--- src/rtl/regb_fifo_wr_arbiter.sv ---
// Write-port arbiter for a register-based FIFO: round-robin grant with burst lock.
// Optional beat limit per grant when ARB_BURST_LIMIT_EN is defined (MAX_BURST beats).
//
// Ports:
//   clk, res_n      clock, asynchronous active-low reset
//   req, last       per-requester beat valid / last-beat-of-burst flag
//   wdata_in        requester data, requester i in [i*WIDTH +: WIDTH]
//   ack, grant      per-requester beat accepted / one-hot current owner
//   busy            arbiter is inside a burst
//   fifo_full       FIFO full flag
//   fifo_wdata      data to the FIFO
//   fifo_shift_in   write strobe to the FIFO
module regb_fifo_wr_arbiter #(
    parameter int NREQ      = 4,
    parameter int WIDTH     = 8,
    parameter int MAX_BURST = 4
) (
    input  logic                  clk,
    input  logic                  res_n,
    input  logic [NREQ-1:0]       req,
    input  logic [NREQ-1:0]       last,
    input  logic [NREQ*WIDTH-1:0] wdata_in,
    output logic [NREQ-1:0]       ack,
    output logic [NREQ-1:0]       grant,
    output logic                  busy,
    input  logic                  fifo_full,
    output logic [WIDTH-1:0]      fifo_wdata,
    output logic                  fifo_shift_in
);

    localparam int IW = (NREQ > 1) ? $clog2(NREQ) : 1;

    if (NREQ < 2 || NREQ > 16) begin : g_bad_nreq
        $error("regb_fifo_wr_arbiter: NREQ must be 2..16");
    end
    if (MAX_BURST < 1 || MAX_BURST > 255) begin : g_bad_burst
        $error("regb_fifo_wr_arbiter: MAX_BURST must be 1..255");
    end

    typedef enum logic {
        IDLE,
        BURST
    } state_t;

    state_t          state_q, state_d;
    logic [IW-1:0]   owner_q, owner_d;
    logic [IW-1:0]   rr_q, rr_d;
    logic [7:0]      cnt_q, cnt_d;
    logic [IW-1:0]   pick;
    logic [IW-1:0]   owner_inc;
    logic            found;
    logic            beat;
    logic            limit_hit;
    logic            rel;

    // First requesting index at or after rr_q, wrapping modulo NREQ.
    always_comb begin : p_search
        int          idx;
        logic [IW-1:0] ix;
        found = 1'b0;
        pick  = '0;
        idx   = 0;
        ix    = '0;
        for (int k = 0; k < NREQ; k++) begin
            idx = int'(rr_q) + k;
            if (idx >= NREQ) begin
                idx = idx - NREQ;
            end
            ix = IW'(idx);
            if (!found && req[ix]) begin
                found = 1'b1;
                pick  = ix;
            end
        end
    end

    assign owner_inc = (owner_q == IW'(NREQ - 1)) ? '0 : owner_q + 1'b1;

    assign busy  = (state_q == BURST);
    assign grant = busy ? ({{(NREQ-1){1'b0}}, 1'b1} << owner_q) : '0;
    assign beat  = busy & req[owner_q] & ~fifo_full;
    assign ack   = grant & {NREQ{beat}};

    assign fifo_shift_in = beat;
    assign fifo_wdata    = busy ? wdata_in[owner_q*WIDTH +: WIDTH] : '0;

`ifdef ARB_BURST_LIMIT_EN
    // The beat being accepted now is beat number cnt_q+1 of this grant.
    assign limit_hit = ({1'b0, cnt_q} + 9'd1) == 9'(MAX_BURST);
`else
    assign limit_hit = 1'b0;
`endif

    assign rel = beat & (last[owner_q] | limit_hit);

    always_comb begin
        state_d = state_q;
        owner_d = owner_q;
        rr_d    = rr_q;
        cnt_d   = cnt_q;
        case (state_q)
            IDLE: begin
                if (found) begin
                    state_d = BURST;
                    owner_d = pick;
                    cnt_d   = '0;
                end
            end
            BURST: begin
                if (beat && cnt_q != 8'hFF) begin
                    cnt_d = cnt_q + 8'd1;
                end
                // Releasing owner moves to lowest priority.
                if (rel) begin
                    state_d = IDLE;
                    rr_d    = owner_inc;
                end
            end
        endcase
    end

    always_ff @(posedge clk or negedge res_n) begin
        if (!res_n) begin
            state_q <= IDLE;
            owner_q <= '0;
            rr_q    <= '0;
            cnt_q   <= '0;
        end else begin
            state_q <= state_d;
            owner_q <= owner_d;
            rr_q    <= rr_d;
            cnt_q   <= cnt_d;
        end
    end

endmodule

--- config.mk ---
export PLATFORM = sky130hd
export DESIGN_NAME = regb_fifo_wr_arbiter
export DESIGN_NICKNAME = d
export VERILOG_FILES = /design/src/rtl/regb_fifo_wr_arbiter.sv
export SDC_FILE = /design/constraint.sdc
export NUM_CORES = 1
export LEC_CHECK = 0
export ABC_AREA = 1
export CORE_MARGIN = 2
export CORE_UTILIZATION = 39
export CTS_CLUSTER_DIAMETER = 120
export CTS_CLUSTER_SIZE = 24
export DETAILED_ROUTE_END_ITERATION = 12
export PLACE_DENSITY = 0.83
export SYNTH_ARGS = -nofsm -noshare
export SYNTH_HDL_FRONTEND = slang
export SYNTH_SLANG_ARGS = --single-unit
--- constraint.sdc ---
create_clock -name clk -period 2.33 [get_ports clk]
set_clock_uncertainty 0.2 [all_clocks]
set_input_delay 0.466 -clock clk [delete_from_list [all_inputs] [get_ports clk]]
set_output_delay 0.466 -clock clk [all_outputs]
set_load 0.01 [all_outputs]
==> impl_metrics.env <==
export IMPL_dr_pass1_iters=4
export IMPL_setup_viol=0
export IMPL_leakagePower_nw=0.876
export IMPL_synthDistinctLibCells=21
export IMPL_clockBufferDepth=2
export IMPL_max_freq_mhz=436
export IMPL_syn_nets=223
export IMPL_globalplace_congestion=0.930
export IMPL_chipHeight_um=52.8
export IMPL_initial_core_util_pct=41.6
export IMPL_cp_end_kind="primary output"
export IMPL_hp_class="input pin to async pin"
export IMPL_cts_sinks=5
export IMPL_reg2reg_to="owner_q[1]"
export IMPL_maxCapViolations=0
export IMPL_min_period_ns=2.29
export IMPL_post_route_period_util_pct=98.5
export IMPL_regToRegSetupSlack_ns=0.43
export IMPL_instances_no_fill=277
export IMPL_insertion_delay_ns=0.26
export IMPL_antenna_found_initial=0
export IMPL_num_antenna_cells=0
export IMPL_globalRouteOverflowTotal=0
export IMPL_syn_area_per_cell_um2=5.27
export IMPL_synth_edff_count=0
export IMPL_nNetsFinal=297
export IMPL_outcome="finished, final reports clean"
export IMPL_drive_above_1_share_pct=17.3
export IMPL_required_ns=1.66
export IMPL_p_comb_share_pct=83.9
export IMPL_timing_rr_start="rr_q[0]"
export IMPL_yosysSeqAreaShare_pct=13.5
export IMPL_hold_buffers=0
export IMPL_synthArstFlopShare_pct=100
export IMPL_fin_util_pct=74.9
export IMPL_drt_iter0_markers=57
export IMPL_core_region_area_um2=2230
export IMPL_pwr_share_clk_pct=5.7
export IMPL_placed_area_um2=1610
export IMPL_hold_viol_final=0
export IMPL_powerDensity_nw_per_um2=1170
export IMPL_synthTopCellsByArea="nor2_1 18%, nand2_1 17%, dfrtp_1 13%"
export IMPL_whs_ns=0.238
export IMPL_power_net_switching_mw=1.04
export IMPL_grt_max_degree=19
export IMPL_worstPathArrival_ns=1.63
export IMPL_die_area_um2=2790
export IMPL_grt_pass1_vias=1334
export IMPL_vias=1422
export IMPL_ys_ff_latch=5
export IMPL_rows=17
export IMPL_wire_per_inst_um=14.1
export IMPL_total_power_mw=1.95
export IMPL_p_int_mw=0.910
export IMPL_fp_dieW_um=52.8
export IMPL_drt_total_wl_um=3920
export IMPL_startpoint_type="flop"
export IMPL_grt_pass1_wl_um=5720
export IMPL_path_clk_slew_ns=0.05
export IMPL_switching_share_pct=53.3
export IMPL_finalInstanceArea_um2=1670
export IMPL_p_seq_share_pct=10.3
export IMPL_dp_hpwl_um=2890
export IMPL_startpoint="owner_q[0]"
export IMPL_drc=0
export IMPL_relSlewSlack_pct=69.1
export IMPL_ctsRootBufferMaster="clkbuf_4"
export IMPL_via_per_inst=5.13
export IMPL_ios=61
export IMPL_r2r_cells=9
export IMPL_cts_tree="done"
export IMPL_critical_path_class="flop to primary output"
export IMPL_synth_top_area_cell="nor2_1"
export IMPL_yosysWarnings=0
export IMPL_finalMaxSlewViolations=0
export IMPL_crit_path_max_fanout=15
export IMPL_synth_most_common_cell="nor2_1"
export IMPL_grt_usage_pct=28.2
export IMPL_cts_made_buffers=3
export IMPL_synthTopCellsByCount="44 x nor2_1, 43 x nand2_1, 20 x o21ai_0, 15 x inv_1, 10 x nand3_1"
export IMPL_dp_cells=267
export IMPL_synthCells=176
export IMPL_syn_area_um2=928
export IMPL_drtAntennaViolNets=0
export IMPL_synthToLayoutAreaGrowth_pct=80.2
export IMPL_tightest_slew_ns=0.464
export IMPL_yosysTopAreaCellShare_pct=17.8
export IMPL_io_buffers=60
export IMPL_ir_drop_mv=0.744
export IMPL_synth_ff_type="dfrtp_1"
export IMPL_htreeDepth=1
==> metal layers <==
metal,up-vias,part of all wire (%),GRT usage [%]
li1,699,-,-
met1,640,37,30.2
met2,74,56,54.6
met3,9,6.0,4.29
met4,0,1.6,9.83
met5,-,0,0
==> cells by family (layout without fill, tap and decap cells) <==
group / count (synthesis) / count (layout) / synth area share (%)
DFF: 5 / 5 / 13.5
AOI/OAI and AO/OA: 30 / 30 / 16.6
adders and majority gates: 4 / 4 / 5.39
and+or+nand+nor: 111 / 111 / 51.3
buffers and inverters: 26 / 99 / 13.2
==> final cells by class <==
type	instances	area, µm²
well taps	28	35.0
inverters	18	75.1
fillers	191	561
repair buffers	77	718
flip-flops and latches	5	125
multi-input cells	145	693
clock buffers	4	26.3
==> flip-flops by register name (all words and copies together) (netlist names) <==
signal,cells
owner_q,2
rr_q,2
busy,1
==> power by group through the flow <==
stage	sequential [mW]	combinational (mW)	clock [mW]
CTS	0.198	1.51	0.110
floorplan	0.172	0.951	0
global route	0.208	1.80	0.116
detailed placement	0.195	1.57	0
finish	0.202	1.64	0.112
global placement	0.190	1.51	0
==> critical path: stages, from the launching register on <==
cell and delay [ns]:
dfrtp_1 0.41, buf_8 0.17, buf_4 0.14, nor2_1 0.13, nor2_1 0.05, o21ai_0 0.09
a21oi_1 0.09, dlygate4sd2_1 0.29
==> repair_timing <==
item,in CTS,in global routing
resized for setup,18,16
endpoints found under the setup margin,17,10
setup buffers,0,6
==> through the flow <==
stage	TNS (ns)	setup WS, ns
5_1_grt	-0.0455	-0.0455
6_report	0	0.0356
3_5_place_dp	-2.81	-0.316
3_3_place_gp	-2.43	-0.282
4_1_cts	0	0.00138
2_1_floorplan	0	0.418
==> cell usage in the layout, fill, tap and decap left out, types with 3 or more instances in the layout <==
cell type | synthesis | routed
a21oi_1 | 8 | 8
buf_4 | 1 | 15
clkbuf_2 | 0 | 5
clkbuf_4 | 0 | 3
clkdlybuf4s50_1 | 0 | 44
dfrtp_1 | 5 | 5
dlygate4sd2_1 | 0 | 8
ha_1 | 4 | 4
inv_1 | 15 | 13
inv_2 | 2 | 4
nand2_1 | 43 | 43
nand2_2 | 8 | 8
nand3_1 | 10 | 9
nor2_1 | 44 | 44
o21ai_0 | 20 | 19
==> how the worst max path moves through the flow <==
stage                     to  cells past startpoint  slack (ns)
4_1_cts             grant[3]                      5       0.001
3_3_place_gp          ack[1]                      6       -0.28
5_1_grt        fifo_wdata[5]                      6       -0.05
2_1_floorplan         ack[2]                      6        0.42
3_5_place_dp          ack[0]                      6       -0.32
6_report       fifo_wdata[1]                      7        0.04
Note: power is estimated with default switching activity, not from simulation.
